File: config.mk
export PLATFORM = sky130hd
export DESIGN_NAME = autobaud_detector
export DESIGN_NICKNAME = d
export VERILOG_FILES = /design/src/rtl/autobaud_pkg.sv /design/src/rtl/autobaud_detector_rx_sync.sv /design/src/rtl/autobaud_detector.sv
export SDC_FILE = /design/constraint.sdc
export NUM_CORES = 1
export LEC_CHECK = 0
export CORE_ASPECT_RATIO = 0.5
export CORE_MARGIN = 8
export CORE_UTILIZATION = 45
export CTS_BUF_LIST = sky130_fd_sc_hd__clkbuf_8 sky130_fd_sc_hd__clkbuf_16
export DETAILED_ROUTE_END_ITERATION = 10
export MAX_ROUTING_LAYER = met4
export PLACE_DENSITY = 0.63
export SLEW_MARGIN = 20
export SYNTH_ARGS = -nofsm -noshare
export SYNTH_HDL_FRONTEND = slang
export SYNTH_HIERARCHICAL = 1
export SYNTH_SLANG_ARGS = --single-unit
File: constraint.sdc
create_clock -name clkin -period 5.95 [get_ports clkin]
set_input_delay 1.19 -clock clkin [delete_from_list [all_inputs] [get_ports clkin]]
set_output_delay 1.19 -clock clkin [all_outputs]
set_load 0.02 [all_outputs]
File: src/rtl/autobaud_pkg.sv
// Shared types and constants for the autobaud detector.
// The 0x55 calibration character gives 5 falling edges spanning 8 bit-times.
`timescale 1ns/1ps
package autobaud_pkg;

    typedef enum logic [2:0] {
        IDLE_WAIT,
        ARMED,
        MEASURE,
        DONE,
        LOCKED
    } state_t;

    localparam int EDGES_PER_CAL = 5;
    localparam int BITS_PER_CAL  = 8;
    localparam int DIV_SHIFT     = $clog2(BITS_PER_CAL);
    localparam int ROUND_ADD     = BITS_PER_CAL / 2;
    localparam int TOL_SHIFT     = 3;

endpackage

File: src/rtl/autobaud_detector_rx_sync.sv
// Two-flop synchroniser for the raw rx line plus a registered previous
// sample, producing a one-cycle falling-edge strobe. Resets to idle-high.
`timescale 1ns/1ps
module rx_sync_edge (
    input  logic clkin,
    input  logic rst,
    input  logic rx,
    output logic sync_cur,
    output logic fall
);

    logic sync1_q, sync1_d;
    logic sync2_q, sync2_d;
    logic prev_q, prev_d;

    always_comb begin
        sync1_d = rx;
        sync2_d = sync1_q;
        prev_d  = sync2_q;
    end

    always_ff @(posedge clkin or posedge rst) begin
        if (rst) begin
            sync1_q <= 1'b1;
            sync2_q <= 1'b1;
            prev_q  <= 1'b1;
        end else begin
            sync1_q <= sync1_d;
            sync2_q <= sync2_d;
            prev_q  <= prev_d;
        end
    end

    assign sync_cur = sync2_q;
    assign fall     = prev_q & ~sync2_q;

endmodule

File: src/rtl/autobaud_detector.sv
// Measures the UART bit period from a 0x55 calibration character and
// publishes baud_div = round(span/8). Define AUTOBAUD_CHECK_EN to also
// reject characters whose edge-to-edge intervals are inconsistent.
`timescale 1ns/1ps
module autobaud_detector
    import autobaud_pkg::*;
#(
    parameter int CLK_FREQ = 100_000_000,
    parameter int CNT_W    = 24,
    parameter int IDLE_MIN = 64,
    parameter int MIN_DIV  = 16
) (
    input  logic             clkin,
    input  logic             rst,
    input  logic             rx,
    input  logic             rearm,
    output logic [CNT_W-4:0] baud_div,
    output logic             baud_valid,
    output logic             locked,
    output logic             err
);

    localparam int DIV_W  = CNT_W - DIV_SHIFT;
    localparam int IDLE_W = $clog2(IDLE_MIN + 1);

    if (CLK_FREQ < 1 || CNT_W < 8 || IDLE_MIN < 1 || MIN_DIV < 1) begin : g_bad_params
        $error("autobaud_detector: invalid parameter set");
    end

    logic sync_cur;
    logic fall;

    rx_sync_edge u_sync (
        .clkin    (clkin),
        .rst      (rst),
        .rx       (rx),
        .sync_cur (sync_cur),
        .fall     (fall)
    );

    state_t             state_q, state_d;
    logic [IDLE_W-1:0]  idle_cnt_q, idle_cnt_d;
    logic [CNT_W-1:0]   meas_cnt_q, meas_cnt_d;
    logic [2:0]         edge_cnt_q, edge_cnt_d;
    logic [CNT_W-1:0]   count_q, count_d;
    logic [DIV_W-1:0]   baud_div_q, baud_div_d;
    logic               baud_valid_q, baud_valid_d;
    logic               locked_q, locked_d;
    logic               err_q, err_d;

    logic [CNT_W-1:0]   stamp;
    logic [DIV_W-1:0]   div;
    logic               interval_bad;

    // stamp is the edge-1-relative cycle count of a fall seen this cycle
    assign stamp = meas_cnt_q + CNT_W'(1);
    assign div   = DIV_W'((count_q + CNT_W'(ROUND_ADD)) >> DIV_SHIFT);

`ifdef AUTOBAUD_CHECK_EN
    logic [CNT_W-1:0] ref_int_q, ref_int_d;
    logic [CNT_W-1:0] last_q, last_d;
    logic [CNT_W-1:0] interval;
    logic [CNT_W-1:0] deviation;

    // The edge 1->2 interval is the reference; later intervals must match it
    always_comb begin
        ref_int_d    = ref_int_q;
        last_d       = last_q;
        interval     = stamp - last_q;
        deviation    = (interval >= ref_int_q) ? (interval - ref_int_q)
                                               : (ref_int_q - interval);
        interval_bad = 1'b0;
        if (state_q == ARMED) begin
            last_d = '0;
        end else if (state_q == MEASURE && fall) begin
            last_d = stamp;
            if (edge_cnt_q == 3'd1) begin
                ref_int_d = interval;
            end else begin
                interval_bad = deviation > (ref_int_q >> TOL_SHIFT);
            end
        end
    end

    always_ff @(posedge clkin or posedge rst) begin
        if (rst) begin
            ref_int_q <= '0;
            last_q    <= '0;
        end else begin
            ref_int_q <= ref_int_d;
            last_q    <= last_d;
        end
    end
`else
    assign interval_bad = 1'b0;
`endif

    always_comb begin
        state_d      = state_q;
        idle_cnt_d   = idle_cnt_q;
        meas_cnt_d   = meas_cnt_q;
        edge_cnt_d   = edge_cnt_q;
        count_d      = count_q;
        baud_div_d   = baud_div_q;
        baud_valid_d = 1'b0;
        locked_d     = locked_q;
        err_d        = 1'b0;

        if (rearm) begin
            state_d    = IDLE_WAIT;
            idle_cnt_d = '0;
            locked_d   = 1'b0;
        end else begin
            case (state_q)
                IDLE_WAIT: begin
                    if (!sync_cur) begin
                        idle_cnt_d = '0;
                    end else if (idle_cnt_q == IDLE_W'(IDLE_MIN - 1)) begin
                        idle_cnt_d = '0;
                        state_d    = ARMED;
                    end else begin
                        idle_cnt_d = idle_cnt_q + IDLE_W'(1);
                    end
                end
                ARMED: begin
                    if (fall) begin
                        meas_cnt_d = '0;
                        edge_cnt_d = 3'd1;
                        state_d    = MEASURE;
                    end
                end
                MEASURE: begin
                    if (meas_cnt_q != '1) begin
                        meas_cnt_d = stamp;
                    end
                    // A final edge beats a simultaneous timeout
                    if (fall && interval_bad) begin
                        err_d   = 1'b1;
                        state_d = IDLE_WAIT;
                    end else if (fall && edge_cnt_q == 3'(EDGES_PER_CAL - 1)) begin
                        count_d = stamp;
                        state_d = DONE;
                    end else if (meas_cnt_q == '1) begin
                        err_d   = 1'b1;
                        state_d = IDLE_WAIT;
                    end else if (fall) begin
                        edge_cnt_d = edge_cnt_q + 3'd1;
                    end
                end
                DONE: begin
                    if (div >= DIV_W'(MIN_DIV)) begin
                        baud_div_d   = div;
                        baud_valid_d = 1'b1;
                        locked_d     = 1'b1;
                        state_d      = LOCKED;
                    end else begin
                        err_d   = 1'b1;
                        state_d = IDLE_WAIT;
                    end
                end
                LOCKED: begin
                    state_d = LOCKED;
                end
                default: begin
                    state_d = IDLE_WAIT;
                end
            endcase
        end
    end

    always_ff @(posedge clkin or posedge rst) begin
        if (rst) begin
            state_q      <= IDLE_WAIT;
            idle_cnt_q   <= '0;
            meas_cnt_q   <= '0;
            edge_cnt_q   <= '0;
            count_q      <= '0;
            baud_div_q   <= '0;
            baud_valid_q <= 1'b0;
            locked_q     <= 1'b0;
            err_q        <= 1'b0;
        end else begin
            state_q      <= state_d;
            idle_cnt_q   <= idle_cnt_d;
            meas_cnt_q   <= meas_cnt_d;
            edge_cnt_q   <= edge_cnt_d;
            count_q      <= count_d;
            baud_div_q   <= baud_div_d;
            baud_valid_q <= baud_valid_d;
            locked_q     <= locked_d;
            err_q        <= err_d;
        end
    end

    assign baud_div   = baud_div_q;
    assign baud_valid = baud_valid_q;
    assign locked     = locked_q;
    assign err        = err_q;

endmodule

# [Word level (Yosys, flattened, before mapping)]
# Index checks and enable logic that the tools add are counted.
[totals] ff_bits=88 latch_bits=0 ramBits=0 romBits=0 inputBits=4 out_inout_bits=24 elab_cells=80 n_memories=0
[classes] add_sub_neg=4 multipliers=0 n_div=0 n_lt_le_gt_ge=1 eq_ne=17 n_shift=0 n_mux=31 bitwise_logic=3 reduce_logical=12
[ops] operator="$mux W24" count=2
[ops] operator="$pmux W24 S2" count=1
[ops] operator="$mux W3" count=11
[ops] operator="$mux W7" count=4
[ops] operator="$add A24 B1 Y24 const B" count=1
[ops] operator="$add A24 B3 Y24 const B" count=1
[ops] operator="$eq A24 B24 Y1 const B" count=1
[ops] operator="$ne A24 B24 Y1 const B" count=1
[ops] operator="$ge A21 B5 Y1 const B" count=1
[ops] operator="$pmux W3 S5" count=1
[ops] operator="$mux W1" count=10
[ops] operator="$ne A2 B2 Y1 const B" count=5
[ops] operator="$reduce_and A4 Y1" count=2
[ops] operator="$reduce_bool A2 Y1" count=4
[ops] operator="$add A7 B1 Y7 const B" count=1
[ops] operator="$eq A7 B6 Y1 const B" count=1
[ops] operator="$eq A3 B2 Y1 const B" count=2
[ops] operator="$eq A3 B3 Y1 const B" count=2
[ops] operator="$ne A3 B3 Y1 const B" count=2
[ops] operator="$pmux W3 S2" count=1
[ops] operator="$reduce_and A3 Y1" count=2
[ops] operator="$reduce_and A6 Y1" count=1
[ops] operator="$ne A4 B4 Y1 const B" count=1
[ops] operator="$add A3 B1 Y3 const B" count=1
[ops] operator="8 further kinds" count=9

# [Depth between registers and ports, before layout]
[depth] word_depth=6 depth_mapped=9

# [By module]
# Netlist, hierarchy kept.
[by_module_without_submodules] mod="autobaud_detector" instances=1 cells_each=507 area_each_um2=4734.5 seq_area_each_um2=2077.0
[by_module_without_submodules] mod="rx_sync_edge" instances=1 cells_each=5 area_each_um2=96.3 seq_area_each_um2=78.8

# [Worst setup path before layout]
# Ideal clock, no wire load.
[synth_timing] path_kind="reg-to-reg" start="reg count_q[2]" end="reg baud_div_q[0] (netlist: baud_div[0])" setup_ns=0.125 t_arrival_ns=2.744 path_slack_ns=3.081 path_stages_with_launch=10 path_cell_list="dfrtp_1 > ha_1 > and3_2 > a311oi_1 > o211ai_1 > or4_1 > or4_4 > o21ba_4 > buf_12 > mux2_4"
[synth_between] elab_chain_len=3
[synth_lines] item="start, declared" line_no="autobaud_detector.sv:45" source="logic [CNT_W-1:0] count_q, count_d;"
[synth_lines] item="start signal, assigned" line_no="autobaud_detector.sv:187" source="count_q <= count_d;"
[synth_lines] item="$add A24 B3 Y24 *" line_no="autobaud_detector.sv:57" source="assign div = DIV_W'((count_q + CNT_W'(ROUND_ADD)) >> DIV_SHIFT);"
[synth_lines] item="$ge A21 B5 Y1" line_no="autobaud_detector.sv:151" source="if (div >= DIV_W'(MIN_DIV)) begin"
[synth_lines] item="$reduce_and A3 Y1 (no source line)"
[synth_lines] item="end signal, assigned" line_no="autobaud_detector.sv:188" source="baud_div_q <= baud_div_d;"
[synth_lines] item="end, declared" line_no="autobaud_detector.sv:46" source="logic [DIV_W-1:0] baud_div_q, baud_div_d;"
# Every way passes the cells marked *; elsewhere a longest branch is shown, timed or not.
# A chain may end at the register's enable or synchronous reset.

# [Worst setup path after layout]
[layout_timing] start="reg count_q[3]" end="reg baud_div_q[9] (netlist: baud_div[9])"
# The elaborated chain is that of the path after synthesis.

==> results.json <==
{
  "outcome": "complete, no violations",
  "hpwl_mm": 7.20,
  "startpoint": "count_q[3]",
  "rsz0062_at_grt": "false",
  "gp_congestion": 0.838,
  "setup_violations": 0,
  "clkTransAtPathRegs_ns": 0.06,
  "ant_nets": 0,
  "placed_area_mm2": 0.00513,
  "ys_ff_latch": 86,
  "fin_crit_ns": 3.22,
  "htree_num_levels": 3,
  "ys_async_sr_fraction": 1.00,
  "die_width_um": 163,
  "coreArea_mm2": 0.0103,
  "port_buffers": 27,
  "grt_busiest_layer": "met2",
  "final_util": 0.522,
  "fin_ws_ns": 2.73,
  "initial_core_util": 0.468,
  "slowest_delay_ns": 0.56,
  "path_buf_inv": 0,
  "dr.pass1.iters": 5,
  "syn-num-nets": 521,
  "p_leak_nw": 2.26,
  "fin_crit_sh": 0.542,
  "grtUsageMet1": 0.215,
  "max-slew-margin-rel": 0.364,
  "post-route-drc-count": 0,
  "timing.rr.start": "count_q[3]",
  "grt_usage": 0.155,
  "clock-skew-final_ns": 0.00851,
  "multi_input_area_mm2": 0.00247,
  "cp_cell_sequence": "ha_1 -> nand3_1 -> nor4_1 -> o211ai_1 -> or4_1 -> or4_4 -> o21ba_4 -> mux2_4",
  "worstPathMaxFanout": 22,
  "drv_slew": 0,
  "dp.cells": 649,
  "clk_path_buf_depth": 2,
  "cts_setup_buffers": 0,
  "cts_root_buf": "clkbuf_16",
  "std_cell_rows": 26,
  "crit_type": "register to register",
  "fin_area_mm2": 0.00539,
  "die_area_mm2": 0.0145,
  "cts_tree": "built",
  "ios": 28,
  "synth-seq-area-share": 0.446,
  "initialDrtViolationCount": 248,
  "dp_worst_setup_slack_ns": 2.63,
  "met2_usage": 0.219,
  "slowest_stage": "or4_4",
  "worst_pin_slew_ns": 0.951,
  "clock.fmax_mhz": 310,
  "grt_max_degree": 45,
  "critical-path-top-delay-family": "simple AND/OR/NAND/NOR gates",
  "synth_top_area_share": 0.430,
  "postSynthCellCount": 512,
  "post_cts_resize_count": 0,
  "hold_class": "register to register",
  "fin_cells": 663,
  "met3_usage": 0.0391,
  "ys.flop_type": "dfrtp_1",
  "drive_above_1_share": 0.0937,
  "ys_types": 58,
  "cap_violations": 0,
  "critPathLaunchType": "register",
  "yosysWarnings": 6,
  "wirelength_mm": 10.2,
  "synth_edf_count": 0,
  "powerDensity_mw_per_mm2": 236,
  "fillers": 947,
  "grt_pass1_vias": 3365,
  "netlist_area_mm2": 0.00483,
  "ff_latch_area_mm2": 0.00216,
  "yosysTopAreaCell": "dfrtp_1",
  "vias_per_cell": 5.45,
  "die_h_um": 89.3,
  "fin_nets": 529,
  "end_kind": "register",
  "hp-start": "u_sync/sync1_q",
  "cts_buffers": 9,
  "avgSynthCellArea_um2": 9.44,
  "n_antenna_cell": 0,
  "cts_hold_buf": 0,
  "holdWs_ns": 0.355,
  "cp.required_ns": 6.17,
  "cp.arrival_ns": 3.44,
  "ir_drop_mv": 0.131,
  "total_power_mw": 1.27,
  "avgRoutedWirePerCell_um": 15.3,
  "antenna_found_initial": 0,
  "hold_viol": 0,
  "overflow": 0,
  "yosys-top-cells-area": "dfrtp_1 (43%), o21ai_0 (6.7%), mux2_4 (5.3%), xnor2_1 (4.7%), nand2_1 (4.6%)",
  "clk_latency_ns": 0.34,
  "area_delta_synth_final_pct": 11.5,
  "grt_pass1_wl_mm": 17.2,
  "synth_common_cells": "dfrtp_1 (83), o21ai_0 (65), nand2_1 (59), nor2_1 (36), xnor2_1 (26)",
  "yosysMostFrequentCell": "dfrtp_1",
  "fin_setup_tns_ns": 0,
  "cts_sinks": 86,
  "num_vias": 3614
}
[cell families (layout without fill, tap and decap cells)]
| logic type | Yosys count | in the layout | share of synthesized area |
|---|---|---|---|
| AOI/OAI and AO/OA | 117 | 117 | 0.148 |
| buffers and inverters | 43 | 54 | 0.0417 |
| muxes | 22 | 22 | 0.0637 |
| xor gates and xnor gates | 43 | 43 | 0.0780 |
| adders and majority gates | 5 | 5 | 0.0130 |
| and+or+nand+nor | 196 | 196 | 0.209 |
| DFF | 86 | 86 | 0.446 |
[path summary, 6_finish.rpt]
path	endpoint	slack, ns	cells past startpoint
setup / recovery	baud_div[9]	2.73	8
min in group asynchronous	u_sync/sync_cur	1.27	2
setup reg to reg	baud_div[9]	2.73	8
hold reg to reg	u_sync/sync_cur	0.36	0
max in group asynchronous	count_q[6]	3.63	3
hold / removal	u_sync/sync_cur	0.36	0
[flip-flops by register name (all words and copies together), names as in the netlist]
register,count
u_sync/sync_cur,1
err,1
meas_cnt_q,24
locked,1
u_sync/prev_q,1
baud_valid,1
u_sync/sync1_q,1
idle_cnt_q,7
baud_div,21
edge_cnt_q,3
count_q,22
state_q,3
[metal layers]
layer,vias up,part of all wire
li1,1832,-
met1,1692,0.53
met2,76,0.41
met3,14,0.045
met4,0,0.013
met5,-,0
[cell type report]
| class | instances | share of cell area |
|---|---|---|
| flip-flops and latches | 86 | 0.400 |
| multi-input cells | 383 | 0.459 |
| clock inverters | 5 | 0.00557 |
| repair buffers | 29 | 0.0529 |
| well taps | 140 | 0.0325 |
| inverters | 11 | 0.00790 |
| clock buffers | 9 | 0.0418 |
[cells in the final DEF, fill, tap and decap left out, types with 2 or more instances in the layout]
cell,synthesis,final
dfstp_2,3,3
dfrtp_1,83,83
xnor2_1,26,26
or3_1,4,4
buf_4,0,2
and2_1,6,6
nand3_1,23,23
nor3_1,8,8
nand2b_1,9,9
o21a_1,4,4
nand2_1,59,59
mux2_2,2,2
and3_1,11,11
o31ai_1,14,14
xor2_1,17,17
mux2_4,17,17
nor4_1,5,5
o2bb2ai_1,2,2
clkinv_2,0,3
clkdlybuf4s50_1,0,27
or2_2,3,3
nand4_1,11,11
inv_1,11,11
a31oi_1,5,5
o31a_1,2,2
mux2i_1,3,3
o41ai_1,3,3
clkbuf_16,0,9
ha_1,5,5
o21ai_0,65,65
a21oi_1,9,9
and4_1,9,9
nor2_1,36,36
[where the power goes]
group | leakage (nW) | total, mW | internal [mW] | switching (mW)
clock | 0.128 | 0.496 | 0.276 | 0.220
sequential | 1.13 | 0.649 | 0.614 | 0.0347
combinational | 1.00 | 0.127 | 0.0572 | 0.0699
total | 2.26 | 1.27 | 0.947 | 0.325
No activity file was read; power rests on OpenSTA's default activity.
